`config.mk`:
```
export PLATFORM = sky130hd
export DESIGN_NAME = accum_alu_seq_flat
export DESIGN_NICKNAME = d
export VERILOG_FILES = /design/src/rtl/accum_alu_seq_if.sv /design/src/rtl/accum_alu_seq.sv /design/src/flat_wrapper.sv
export SDC_FILE = /design/constraint.sdc
export NUM_CORES = 1
export LEC_CHECK = 0
export ABC_AREA = 1
export BUFFER_PORTS_ARGS = -buffer_cell sky130_fd_sc_hd__buf_2
export CAP_MARGIN = 5
export CORE_ASPECT_RATIO = 0.5
export CORE_MARGIN = 2
export CORE_UTILIZATION = 30
export CTS_BUF_LIST = sky130_fd_sc_hd__clkbuf_2 sky130_fd_sc_hd__clkbuf_4 sky130_fd_sc_hd__clkbuf_8
export DETAILED_ROUTE_END_ITERATION = 8
export MAX_ROUTING_LAYER = met4
export SYNTH_ARGS = -nofsm -noshare
export SYNTH_HDL_FRONTEND = slang
export SYNTH_SLANG_ARGS = --single-unit
```
`constraint.sdc`:
```
create_clock -name Clock -period 2.3 [get_ports Clock]
set_input_delay 0.46 -clock Clock [delete_from_list [all_inputs] [get_ports Clock]]
set_output_delay 0.46 -clock Clock [all_outputs]
set_load 0.01 [all_outputs]
```
`src/rtl/accum_alu_seq_if.sv`:
```
// Request/response bundle between the input stage and the accumulator ALU.
interface accum_alu_seq_if #(
  parameter int unsigned DATA_W = 4
);
  localparam int unsigned ACC_W = 2 * DATA_W;

  logic [DATA_W-1:0] Data;
  logic [2:0]        Function;
  logic              Start;
  logic              Busy;
  logic              Done;
  logic              Borrow;
  logic              Zero;
  logic [ACC_W-1:0]  ALUout;

  modport slave  (input  Data, Function, Start,
                  output Busy, Done, Borrow, Zero, ALUout);
  modport master (output Data, Function, Start,
                  input  Busy, Done, Borrow, Zero, ALUout);
endinterface

```
`src/rtl/accum_alu_seq.sv`:
```
// Accumulator ALU: operand A from the bus, operand B from the low half of the
// accumulator; single-cycle ops plus a sequential shift-add multiplier.
module accum_alu_seq #(
  parameter int unsigned DATA_W = 4
) (
  input  logic            Clock,
  input  logic            Reset_b,
  accum_alu_seq_if.slave  bus
);
  localparam int unsigned ACC_W = 2 * DATA_W;
  localparam int unsigned CNT_W = $clog2(DATA_W);

  localparam logic [2:0] OP_ADD  = 3'b000;
  localparam logic [2:0] OP_SUB  = 3'b001;
  localparam logic [2:0] OP_MUL  = 3'b010;
  localparam logic [2:0] OP_SHL  = 3'b011;
  localparam logic [2:0] OP_SHR  = 3'b100;
  localparam logic [2:0] OP_AND  = 3'b101;
  localparam logic [2:0] OP_LOAD = 3'b110;
  localparam logic [2:0] OP_HOLD = 3'b111;

  typedef enum logic {S_IDLE = 1'b0, S_MUL = 1'b1} state_t;

  state_t             r_state, w_state_nxt;
  logic [ACC_W-1:0]   r_acc,    w_acc_nxt;
  logic [ACC_W-1:0]   r_mcand,  w_mcand_nxt;
  logic [ACC_W-1:0]   r_prod,   w_prod_nxt;
  logic [DATA_W-1:0]  r_mplier, w_mplier_nxt;
  logic [CNT_W-1:0]   r_cnt,    w_cnt_nxt;
  logic               r_busy,   w_busy_nxt;
  logic               r_done,   w_done_nxt;
  logic               r_borrow, w_borrow_nxt;

  logic [DATA_W-1:0]  w_b;
  logic [ACC_W-1:0]   w_a_ext, w_b_ext;
  logic               w_shift_big;
  logic [ACC_W-1:0]   w_alu_res;
  logic               w_alu_borrow;
  logic [ACC_W-1:0]   w_prod_add;

  assign w_b         = r_acc[DATA_W-1:0];
  assign w_a_ext     = ACC_W'(bus.Data);
  assign w_b_ext     = ACC_W'(w_b);
  assign w_shift_big = (w_a_ext >= ACC_W'(ACC_W));
  assign w_prod_add  = r_prod + (r_mplier[0] ? r_mcand : '0);

  // Single-cycle function result, computed from the current accumulator
  always_comb begin
    w_alu_res    = r_acc;
    w_alu_borrow = 1'b0;
    case (bus.Function)
      OP_ADD:  w_alu_res = w_a_ext + w_b_ext;
      OP_SUB: begin
        w_alu_res    = w_a_ext - w_b_ext;
        w_alu_borrow = (bus.Data < w_b);
      end
      OP_SHL:  w_alu_res = w_shift_big ? '0 : (w_b_ext << bus.Data);
      OP_SHR:  w_alu_res = w_shift_big ? '0 : (r_acc >> bus.Data);
      OP_AND:  w_alu_res = w_a_ext & w_b_ext;
      OP_LOAD: w_alu_res = w_a_ext;
      OP_HOLD: w_alu_res = r_acc;
      default: w_alu_res = r_acc;
    endcase
  end

  always_ff @(posedge Clock or posedge Reset_b) begin
    if (Reset_b) r_state <= S_IDLE;
    else         r_state <= w_state_nxt;
  end

  always_comb begin
    w_state_nxt = r_state;
    case (r_state)
      S_IDLE:  if (bus.Start && (bus.Function == OP_MUL)) w_state_nxt = S_MUL;
      S_MUL:   if (r_cnt == '0) w_state_nxt = S_IDLE;
      default: w_state_nxt = S_IDLE;
    endcase
  end

  // Datapath next values; requests arriving during MUL are dropped
  always_comb begin
    w_acc_nxt    = r_acc;
    w_borrow_nxt = r_borrow;
    w_done_nxt   = 1'b0;
    w_busy_nxt   = 1'b0;
    w_mcand_nxt  = r_mcand;
    w_mplier_nxt = r_mplier;
    w_prod_nxt   = r_prod;
    w_cnt_nxt    = r_cnt;
    case (r_state)
      S_IDLE: begin
        if (bus.Start) begin
          if (bus.Function == OP_MUL) begin
            w_mcand_nxt  = w_a_ext;
            w_mplier_nxt = w_b;
            w_prod_nxt   = '0;
            w_cnt_nxt    = CNT_W'(DATA_W - 1);
            w_busy_nxt   = 1'b1;
          end else begin
            w_acc_nxt    = w_alu_res;
            w_borrow_nxt = w_alu_borrow;
            w_done_nxt   = 1'b1;
          end
        end
      end
      S_MUL: begin
        w_prod_nxt   = w_prod_add;
        w_mcand_nxt  = r_mcand << 1;
        w_mplier_nxt = r_mplier >> 1;
        w_cnt_nxt    = r_cnt - CNT_W'(1);
        if (r_cnt == '0) begin
          w_acc_nxt    = w_prod_add;
          w_borrow_nxt = 1'b0;
          w_done_nxt   = 1'b1;
        end else begin
          w_busy_nxt   = 1'b1;
        end
      end
      default: ;
    endcase
  end

  always_ff @(posedge Clock or posedge Reset_b) begin
    if (Reset_b) begin
      r_acc    <= '0;
      r_borrow <= 1'b0;
      r_done   <= 1'b0;
      r_busy   <= 1'b0;
      r_mcand  <= '0;
      r_mplier <= '0;
      r_prod   <= '0;
      r_cnt    <= '0;
    end else begin
      r_acc    <= w_acc_nxt;
      r_borrow <= w_borrow_nxt;
      r_done   <= w_done_nxt;
      r_busy   <= w_busy_nxt;
      r_mcand  <= w_mcand_nxt;
      r_mplier <= w_mplier_nxt;
      r_prod   <= w_prod_nxt;
      r_cnt    <= w_cnt_nxt;
    end
  end

  assign bus.ALUout = r_acc;
  assign bus.Busy   = r_busy;
  assign bus.Done   = r_done;
  assign bus.Borrow = r_borrow;
  assign bus.Zero   = (r_acc == '0);

endmodule

```
`src/flat_wrapper.sv`:
```
// flat-port wrapper written by rule: the top's interface ports become plain ports
module accum_alu_seq_flat 
#(
  parameter int unsigned DATA_W = 4
)
  (Clock, Reset_b, bus_Data, bus_Function, bus_Start, bus_Busy, bus_Done, bus_Borrow, bus_Zero, bus_ALUout);
  accum_alu_seq_if #(.DATA_W(DATA_W)) bus_i ();
  input  logic Clock;
  input  logic Reset_b;
  input wire logic [$bits(bus_i.Data)-1:0] bus_Data;
  input wire logic [$bits(bus_i.Function)-1:0] bus_Function;
  input wire logic [$bits(bus_i.Start)-1:0] bus_Start;
  output wire logic [$bits(bus_i.Busy)-1:0] bus_Busy;
  output wire logic [$bits(bus_i.Done)-1:0] bus_Done;
  output wire logic [$bits(bus_i.Borrow)-1:0] bus_Borrow;
  output wire logic [$bits(bus_i.Zero)-1:0] bus_Zero;
  output wire logic [$bits(bus_i.ALUout)-1:0] bus_ALUout;
  assign bus_i.Data = bus_Data;
  assign bus_i.Function = bus_Function;
  assign bus_i.Start = bus_Start;
  assign bus_Busy = bus_i.Busy;
  assign bus_Done = bus_i.Done;
  assign bus_Borrow = bus_i.Borrow;
  assign bus_Zero = bus_i.Zero;
  assign bus_ALUout = bus_i.ALUout;
  accum_alu_seq #(.DATA_W(DATA_W)) u_core (.Clock(Clock), .Reset_b(Reset_b), .bus(bus_i));
endmodule
```
== Word level (Yosys, flattened, before mapping) ==
Index checks and enable logic that the tools add are counted.
Word-level totals
  flip-flop bits (word level): 34
  bits of input ports: 10
Cells by class
  reduce and logical (&&, ||, !) cells: 7
  bitwise gates (word level): 2
  order comparisons: 2
  $add $sub $neg: 4
  equal/unequal tests: 11
  mux-type cells: 35
  shifts and indexed selects: 2
Operators by type and width (count)
  $mux W8: 10
  $pmux W8 S2: 3
  $pmux W8 S6: 1
  $mux W1: 11
  $eq A3 B3 Y1 const B: 3
  $add A8 B8 Y8: 1
  $logic_not A8 Y1: 1
  $mux W4: 2
  $pmux W1 S2: 4
  $pmux W4 S2: 1
  $shl A4 B4 Y8: 1
  $shr A8 B4 Y8: 1
  $ne A7 B7 Y1 const B: 1
  $eq A3 B2 Y1 const B: 2
  $ne A2 B2 Y1 const B: 3
  $add A4 B4 Y5: 1
  $sub A4 B4 Y5: 1
  $and A4 B4 Y4: 1
  $ge A4 B4 Y1 const B: 1
  $lt A4 B4 Y1: 1
  $mux W2: 2
  $pmux W2 S2: 1
  $reduce_and A4 Y1: 1
  $eq A3 B1 Y1 const B: 1
  8 further kinds: 8

== Logic depth before layout (Yosys ltp) ==
Gate-level depths: netlist of the first run.
  depth in word-level cells: 6
  gate-level depth with buffers: 15

== Worst setup path after synthesis of the first run ==
OpenSTA, ideal clock, no wires.
  kind: in2reg
  start: input bus_Data[0]
  end: register u_core.r_acc[4] (netlist: u_core.bus.ALUout[4])
  setup time: 0.077 ns
  arrival time: 1.906 ns
  data required time: 2.223 ns
  cell stages on the path: 14
  buffers on the path: 1
  slack: 0.316 ns
  path through: buf_4 -> inv_2 -> ha_1 -> inv_1 -> fa_1 -> nand2_1 -> nand2_1 -> nand2_1 -> inv_1 -> nor2_1 -> nor2_1 -> nand3_1 -> nand2_1 -> a21oi_1
On the way
  word-level cells in the longest chain between the ends: 6
  elaborated cells on any way between the ends: 11
  those cells by class: add/sub (2); order compare (1); shift (2); mux (6)
Ends and longest elaborated chain
  start: declaration: RTL line flat_wrapper.sv:10  | input wire logic [$bits(bus_i.Data)-1:0] bus_Data;
  $shr A8 B4 Y8, or another cell as far along: RTL line accum_alu_seq.sv:58  | OP_SHR: w_alu_res = w_shift_big ? '0 : (r_acc >> bus.Data);
  $mux W8 (on tied branches): RTL line accum_alu_seq.sv:58, accum_alu_seq.sv:57
  $pmux W8 S6 (*): RTL line accum_alu_seq.sv:51  | case (bus.Function)
  $mux W8 (*): RTL line accum_alu_seq.sv:93  | if (bus.Function == OP_MUL) begin
  $mux W8 (*): RTL line accum_alu_seq.sv:92  | if (bus.Start) begin
  $pmux W8 S2 (*): RTL line accum_alu_seq.sv:90  | case (r_state)
  end signal: assignment: RTL line accum_alu_seq.sv:134  | r_acc <= w_acc_nxt;
  end: declaration: RTL line accum_alu_seq.sv:25  | logic [ACC_W-1:0] r_acc, w_acc_nxt;
Mark *: on every way between the ends. The rest lies on a longest branch, timed or not. The select of a mux whose other input is x is not followed.
A chain may end at the register's enable or synchronous reset.

== Final worst setup path of the first run ==
  start: register u_core.r_mplier[0]
  end: register u_core.r_acc[4] (netlist: u_core.bus.ALUout[4])
On the way
  word-level cells in the longest chain between the ends: 4
Ends and longest elaborated chain
  start: declaration: RTL line accum_alu_seq.sv:28  | logic [DATA_W-1:0] r_mplier, w_mplier_nxt;
  start signal: assignment: RTL line accum_alu_seq.sv:139  | r_mplier <= w_mplier_nxt;
  $mux W8: RTL line accum_alu_seq.sv:45  | assign w_prod_add = r_prod + (r_mplier[0] ? r_mcand : '0);
  $add A8 B8 Y8: RTL line accum_alu_seq.sv:45
  $mux W8: RTL line accum_alu_seq.sv:111  | if (r_cnt == '0) begin
  $pmux W8 S2: RTL line accum_alu_seq.sv:90
No other way between the ends. The select of a mux whose other input is x is not followed.

==> flow_summary.ini, run 1 <==
[outcome]
status = finished clean

[setup_path]
worst-path-buf-inv = 1
required_ns = 2.51
cp_cell_sequence = nand2_1 > inv_1 > ha_1 > fa_1 > nand3_1 > nand3_1 > and2_1 > nor2_1 > nor2_1 > a21oi_1
cp.arrival_ns = 2.24
slowest_delay_ns = 0.47
cpLargestDelayFamily = adder cells
cp_slowest_cell = dfrtp_1
cp_max_fo = 9
critical_path_class = flip-flop to flip-flop
cp-start-kind = flip-flop
endpoint_kind = flip-flop

[clock_tree]
cts_setup_buffers = 0
h-tree-depth = 2
root_buffer = clkbuf_8
clock_sinks = 33
hold_buffers = 0
tritoncts = built
clk_path_buf_depth = 2
insertion_delay_ns = 0.28
ctsResizeCount = 0
cts_buffers = 5
clk_pin_slew_worst_paths_ns = 0.07

[run]
cap_violations = 0

[routing]
dr.pass1.iters = 5
vias = 2794
routed_wl_mm = 7.672
drc = 0
avgViaCountPerCell = 4.834
drtIter0Drc = 230
wl_per_cell_microns = 13.27
postRouteAntennaNets = 0

[power]
p_per_area_nw_per_um2 = 989.4
worst_ir_drop_vdd_uv = 253.8
leakagePower_nw = 1.762

[grt]
grt_pass1_vias = 2650
gr-usage-all-layers_pct = 16.61
grt_pass1_wl_mm = 13.14
antenna_found_initial = 0
gr-total-overflow = 0
grt_max_degree = 34

[floorplan]
row_count = 24
coreArea_sq_um = 8919
dieHeight_microns = 72.68
die_w_microns = 141.4
die-area_sq_um = 10270
ioPinCount = 22
initial_core_util_pct = 31.73

[sta]
slew_violations = 0
rsz0062_at_grt = no
finalClockSkew_ns = 0.003978
setup_viol = 0
final-hold-violation-count = 0
slew_headroom_pct = 71.93
fmax_ghz = 0.4926
timing.final.crit_share_pct = 88.26
finalSetupTns_ns = 0
worstMarginPinSlew_ns = 0.4210
finalWorstSetupSlack_ns = 0.2699
period_needed_ns = 2.030

[place]
dp_slack_ns = 0.09029
finalWeightedCongestion = 0.9691
hpwl_mm = 5.993
port_buffers = 21

[logic_synthesis]
synthCells = 435
synth_nets = 464
yosysSeqAreaShare_pct = 29.18
synth_edf_count = 0
avgSynthCellArea_sq_um = 6.506
synthesis.area_sq_um = 2830
yosysTopAreaCellShare_pct = 29.18
synthFlopType = dfrtp_1
synth_most_common_cell = nand2_1
yosys_warnings = 0
ys_types = 37
synth_common_cells = nand2_1, inv_1, nor2_1
yosys_register_bits = 33
synth-async-reset-ratio_pct = 100.0
synth_area_leaders = dfrtp_1, nand2_1, nand3_1, ha_1, inv_1
yosysTopAreaCell = dfrtp_1

[final_layout]
antennaDiodeCount = 0
layout-drive-gt1-share_pct = 13.45
area_growth_pct = 11.67
nets = 491

[hold_path]
hold_class = input port to async pin
==> registers in the layout, indices dropped and copies added (netlist names) <==
register / count
u_core.bus.ALUout: 8
u_core.r_mcand: 8
u_core.r_prod: 8
u_core.r_mplier: 4
u_core.r_cnt: 2
u_core.bus.Borrow: 1
u_core.bus.Busy: 1
u_core.bus.Done: 1
==> worst paths after layout <==
path,from,slack (ns),endpoint,depth (start not counted)
max,u_core.r_mplier[0],0.27,u_core.bus.ALUout[4],10
min,Reset_b,0.25,u_core.r_prod[7],3
max reg2reg,u_core.r_mplier[0],0.27,u_core.bus.ALUout[4],10
min reg2reg,u_core.r_prod[0],0.48,u_core.r_prod[0],2
max in group asynchronous,Reset_b,1.75,u_core.bus.Busy,3
min in group Clock,u_core.r_prod[0],0.48,u_core.r_prod[0],2
==> per-stage QoR <==
stage | area (sq um) | util, % | hold slack [ns] | power, mW | cells
after floorplan | 2830 | - | 0.4483 | 2.214 | 435
after global placement | 3087 | 34.61 | 0.4603 | 2.720 | 572
after detailed placement | 3087 | 34.61 | 0.4663 | 2.720 | 572
after CTS | 3161 | 35.44 | 0.2700 | 3.135 | 578
after global routing | 3161 | 35.44 | 0.2969 | 3.474 | 578
final | 3161 | 35.44 | 0.2516 | 3.127 | 578
==> per-layer routing <==
layer / global-route usage (%) / part of all wire, % / vias up
li1: - / - / 1442
met1: 22.70 / 51 / 1273
met5: - / 0 / -
met3: 2.297 / 4.6 / 10
met2: 26.32 / 44 / 69
met4: 4.111 / 1.1 / 0
==> placed cells by master (no fill, tap or decap), types with 4 or more instances in the layout <==
cell	instances
ha_1	16
inv_1	53
nor2_1	48
clkbuf_8	5
a21oi_1	14
nand4_1	12
o21ai_0	8
nand3_1	42
buf_2	21
nand2_1	147
nand2_2	6
a31oi_1	5
buf_4	10
inv_2	5
o22ai_1	4
dfrtp_1	33
==> final cells by class <==
| type | instances | area, sq um |
|---|---|---|
| flip-flops and latches | 33 | 825.8 |
| clock inverters | 1 | 5.005 |
| fillers | 967 | 5758 |
| multi-input cells | 331 | 1704 |
| clock buffers | 5 | 68.82 |
| well taps | 117 | 146.4 |
| inverters | 60 | 230.2 |
| repair buffers | 31 | 180.2 |
==> tightest hold or removal path: cells and delay by family <==
family	cells	cell delay, ns
buffers and inverters	3	0.50
==> where the power goes <==
part	internal [mW]	switching, mW	total, mW
clock network	0.199	0.210	0.409
registers	0.808	0.183	0.991
logic	0.647	1.08	1.73
==> cell families (layout without fill, tap and decap cells) <==
logic type | count (synthesis) | count (layout) | synth area share (%)
simple gates | 269 | 269 | 41.69
xor+xnor | 1 | 1 | 0.3095
compound gates | 42 | 42 | 9.019
buf+inv | 71 | 97 | 10.61
fa+ha+maj | 19 | 19 | 9.195
flops | 33 | 33 | 29.18
Power figures use the tool's default switching activity.
==> run 2, diff against run 1 <==
--- a/config.mk
+++ b/config.mk
@@ -8,7 +8,6 @@
 export ABC_AREA = 1
 export BUFFER_PORTS_ARGS = -buffer_cell sky130_fd_sc_hd__buf_2
 export CAP_MARGIN = 5
-export CORE_ASPECT_RATIO = 0.5
 export CORE_MARGIN = 2
 export CORE_UTILIZATION = 30
 export CTS_BUF_LIST = sky130_fd_sc_hd__clkbuf_2 sky130_fd_sc_hd__clkbuf_4 sky130_fd_sc_hd__clkbuf_8
==> run 2 against run 1 <==
Die area fell by 0.45%. Sequential power down 1%. Fmax up 2.4%. Critical endpoint is now bus_Zero. Combinational power is 2% higher. Highest routed layer unchanged. Clock power rose by 10%. Power rose by 2.3%.
==> flow_summary.ini, run 2 (same netlist as run 1, synthesis figures left out) <==
[sta]
rsz0062_at_grt = no
finalClockSkew_ns = 0.006605
fmax_ghz = 0.5043
worstMarginPinSlew_ns = 0.4287
slew_headroom_pct = 71.42
final-hold-violation-count = 0
setup_viol = 0
finalWorstSetupSlack_ns = 0.3170
slew_violations = 0
period_needed_ns = 1.983
finalHoldWorstSlack_ns = 0.2564
finalSetupTns_ns = 0
timing.final.crit_share_pct = 86.22

[floorplan]
coreArea_sq_um = 9196
die_w_microns = 101.1
dieHeight_microns = 101.1
row_count = 35
ioPinCount = 22
initial_core_util_pct = 30.78
die-area_sq_um = 10230

[power]
switching_share_pct = 46.71
power_frac_comb_pct = 55.4
seqPwrFrac_pct = 30.5
worst_ir_drop_vdd_uv = 250.2
p_per_area_nw_per_um2 = 1007
p_sw_mw = 1.494
pwr-share-clk_pct = 14.1
leakagePower_nw = 1.771
internal_power_mw = 1.704

[final_layout]
layout-drive-gt1-share_pct = 13.82
final_common_cell = nand2_1
finish.utilization_pct = 34.54
stdcell_count = 574
antennaDiodeCount = 0
area_growth_pct = 12.25
final_cell_mix = nand2_1, inv_1, nor2_1, nand3_1, dfrtp_1
nets = 492

[routing]
wl_per_cell_microns = 14.09
routed_wl_mm = 8.085
avgViaCountPerCell = 4.890
vias = 2807
drtIter0Drc = 139
postRouteAntennaNets = 0
dr.pass1.iters = 4
drc = 0

[grt]
grt_max_degree = 34
grt_pass1_wl_mm = 13.86
antenna_found_initial = 0
grt_pass1_vias = 2832
gr-total-overflow = 0
gr-usage-all-layers_pct = 17.75

[clock_tree]
tritoncts = built
root_buffer = clkbuf_8
clk_pin_slew_worst_paths_ns = 0.07
insertion_delay_ns = 0.29
clk_path_buf_depth = 2
h-tree-depth = 2
cts_setup_buffers = 0
ctsResizeCount = 0
clock_sinks = 33
cts_buffers = 5
hold_buffers = 0

[setup_path]
r2r_slack_ns = 0.35
cp_slowest_cell = dfrtp_1
startpoint = u_core.bus.ALUout[0]
ff2ff_path_depth = 10
cp_max_fo = 5
cp.arrival_ns = 1.52
r2r_start = u_core.r_mcand[0]
cp-start-kind = flip-flop
required_ns = 1.84
slowest_delay_ns = 0.44
cp_cell_sequence = buf_4 > inv_1 > nand4_1 > nor4_1 > buf_2
endpoint_kind = output port
r2r_end = u_core.bus.ALUout[4]
critical_path_class = flip-flop to output port
crit_end = bus_Zero

[place]
hpwl_mm = 6.280
port_buffers = 21
dp_slack_ns = 0.1248
finalWeightedCongestion = 0.9730
placed_cells = 567

[outcome]
status = finished clean

[hold_path]
hold_class = input port to async pin

[run]
cap_violations = 0
## run 2: changes by cell type in the layout (fill, tap and decap cells not counted)
cell        before  now
clkinv_2         1    0
buf_4           10   11
clkinvlp_4       0    1
clkbuf_8         5    6
## run 2: worst min path at each step
| stage | slack (ns) | depth (start not counted) | start | endpoint |
|---|---|---|---|---|
| floorplan | 0.45 | 1 | u_core.r_cnt[0] | u_core.r_cnt[0] |
| global placement | 0.46 | 2 | u_core.r_prod[0] | u_core.r_prod[0] |
| detailed placement | 0.47 | 1 | u_core.r_cnt[0] | u_core.r_cnt[0] |
| CTS | 0.27 | 3 | Reset_b | u_core.r_cnt[1] |
| global route | 0.30 | 3 | Reset_b | u_core.r_mcand[4] |
| finish | 0.26 | 3 | Reset_b | u_core.r_cnt[1] |
## run 2: power by group through the flow
stage	Clock, mW	Combinational [mW]	Sequential (mW)
after floorplan	0	1.22	0.990
after detailed placement	0	1.76	0.989
after CTS	0.469	1.77	0.978
after global placement	0	1.73	0.982
after global routing	0.502	2.06	1.01
final	0.451	1.77	0.977
## run 2: layout make-up
| type | count | area (sq um) |
|---|---|---|
| fill | 1041 | 6020 |
| multi-input combinational | 331 | 1704 |
| sequential | 33 | 825.8 |
| inverter | 60 | 230.2 |
| timing repair buffer | 32 | 187.7 |
| tap | 111 | 138.9 |
| clock buffer | 6 | 82.58 |
| clock inverter | 1 | 7.507 |
## run 2: worst max-delay path, delay by kind of cell (launching register included)
kind	cells	cell delay, ns
buf+inv	3	0.44
flops	1	0.44
simple gates	2	0.35
## run 2: routing by layer
| metal | up-vias | global-route usage (%) | routed length [microns] | part of all wire, % |
|---|---|---|---|---|
| met5 | - | - | 0 | 0 |
| met2 | 56 | 29.24 | 3886 | 48 |
| met1 | 1304 | 22.46 | 3740 | 46 |
| met3 | 11 | 1.863 | 275 | 3.4 |
| met4 | 0 | 6.757 | 182 | 2.3 |
| li1 | 1436 | - | - | - |
## run 2: through the flow
stage / cell area, sq um / total power [mW]
after CTS: 3177 / 3.219
after floorplan: 2830 / 2.214
final: 3177 / 3.198
after global routing: 3177 / 3.573
after global placement: 3087 / 2.713
after detailed placement: 3087 / 2.748
==> run 3, diff against run 2 <==
--- a/config.mk
+++ b/config.mk
@@ -13,6 +13,8 @@
 export CTS_BUF_LIST = sky130_fd_sc_hd__clkbuf_2 sky130_fd_sc_hd__clkbuf_4 sky130_fd_sc_hd__clkbuf_8
 export DETAILED_ROUTE_END_ITERATION = 8
 export MAX_ROUTING_LAYER = met4
+export REMOVE_ABC_BUFFERS = 1
+export SLEW_MARGIN = 20
 export SYNTH_ARGS = -nofsm -noshare
 export SYNTH_HDL_FRONTEND = slang
 export SYNTH_SLANG_ARGS = --single-unit
==> run 3 against run 2 <==
Clock skew hardly changed. Final cell count stayed put. Core utilization is 0.12 points lower. Clock-buffer cell count is 1 lower. Critical endpoint is now u_core.bus.ALUout[4]. Global-route usage is 0.40 points lower. Fmax is 5.3% lower. Die area stayed put. Sequential power hardly changed. Register-to-register slack worse by 0.14 ns. Routed wire length is 1.6% lower. Clock power is 4.9% lower.
==> flow_summary.ini, run 3 (same netlist as run 1, synthesis figures left out) <==
[sta]
slew_headroom_pct = 71.64
setup_viol = 0
rsz0062_at_grt = no
slew_violations = 0
finalSetupTns_ns = 0
worstMarginPinSlew_ns = 0.4253
fmax_ghz = 0.4774
final-hold-violation-count = 0
finalClockSkew_ns = 0.006327
timing.final.crit_share_pct = 91.07
period_needed_ns = 2.095
finalHoldWorstSlack_ns = 0.2514

[routing]
avgViaCountPerCell = 4.953
drc = 0
postRouteAntennaNets = 0
wl_per_cell_microns = 13.87
vias = 2843
dr.pass1.iters = 5
routed_wl_mm = 7.959
drtIter0Drc = 164

[final_layout]
area_growth_pct = 11.85
final_cell_mix = nand2_1, inv_1, nor2_1, nand3_1, dfrtp_1
layout-drive-gt1-share_pct = 13.82
antennaDiodeCount = 0
final_common_cell = nand2_1
nets = 491
stdcell_count = 574

[place]
hpwl_mm = 6.236
finalWeightedCongestion = 0.9932
port_buffers = 21
placed_cells = 566

[floorplan]
coreArea_sq_um = 9196
ioPinCount = 22
row_count = 35
initial_core_util_pct = 30.78
die_w_microns = 101.1
die-area_sq_um = 10230
dieHeight_microns = 101.1

[clock_tree]
clk_path_buf_depth = 2
h-tree-depth = 2
cts_buffers = 5
ctsResizeCount = 0
tritoncts = built
hold_buffers = 0
root_buffer = clkbuf_8
clock_sinks = 33
cts_setup_buffers = 0
insertion_delay_ns = 0.29
clk_pin_slew_worst_paths_ns = 0.07

[grt]
grt_pass1_vias = 2837
antenna_found_initial = 0
grt_pass1_wl_mm = 13.57
grt_max_degree = 34
gr-total-overflow = 0
gr-usage-all-layers_pct = 17.35

[setup_path]
cp.arrival_ns = 2.31
endpoint_kind = flip-flop
cp-start-kind = flip-flop
required_ns = 2.51
critical_path_class = flip-flop to flip-flop
cp_max_fo = 7

[power]
worst_ir_drop_vdd_uv = 305.9
leakagePower_nw = 1.766
p_total_mw = 3.134
p_per_area_nw_per_um2 = 989.9

[run]
cap_violations = 0

[outcome]
status = finished clean

[hold_path]
hold_class = input port to async pin
[run 3: cell count changes in the layout (fill, tap and decap cells not counted)]
| cell | change |
|---|---|
| buf_4 | -1 |
| clkbuf_8 | -1 |
| clkinv_2 | +2 |
[run 3: report_power, final]
group	leakage [nW]	total (mW)	switching (mW)	internal, mW
sequential	0.404	1.00	0.196	0.807
clock	0.0439	0.429	0.221	0.209
combinational	1.32	1.70	1.06	0.642
[run 3: final timing paths]
check                      slack, ns              endpoint  cells past startpoint                  from
max in group asynchronous       1.74  u_core.bus.ALUout[5]                      3               Reset_b
min in group Clock              0.48       u_core.r_cnt[0]                      1       u_core.r_cnt[0]
hold reg to reg                 0.48       u_core.r_cnt[0]                      1       u_core.r_cnt[0]
hold / removal                  0.25      u_core.r_prod[4]                      3               Reset_b
setup / recovery                0.21  u_core.bus.ALUout[4]                     11  u_core.bus.ALUout[0]
setup reg to reg                0.21  u_core.bus.ALUout[4]                     11  u_core.bus.ALUout[0]
[run 3: layout make-up]
type / count / area [sq um]
Clock inverter: 3 / 17.52
Inverter: 60 / 230.2
Clock buffer: 5 / 68.82
Timing Repair Buffer: 31 / 180.2
Sequential cell: 33 / 825.8
Tap cell: 111 / 138.9
Fill cell: 1024 / 6031
Multi-Input combinational cell: 331 / 1704
[run 3: worst max-delay path, cell delays in order (launching register included)]
cell,delay (ns)
dfrtp_1,0.51
ha_1,0.25
inv_1,0.08
fa_1,0.38
or2_2,0.30
nand2_1,0.08
a21oi_1,0.06
nand2_1,0.06
nand2_1,0.05
inv_1,0.07
nand2_1,0.05
a21oi_1,0.12
[run 3: routing by layer]
layer | up-vias | part of all wire, % | GRT usage, %
met4 | 0 | 2.1 | 5.198
met1 | 1304 | 46 | 22.16
met2 | 76 | 47 | 28.53
met5 | - | 0 | -
li1 | 1449 | - | -
met3 | 14 | 4.6 | 2.484
[run 3: metrics by stage]
step / utilization [%] / area (sq um) / worst slack (ns)
global route: 34.42 / 3166 / 0.01404
detailed placement: 33.48 / 3079 / 0.2129
finish: 34.42 / 3166 / 0.2054
global placement: 33.48 / 3079 / 0.2665
CTS: 34.42 / 3166 / 0.2173
floorplan: - / 2760 / 0.4685
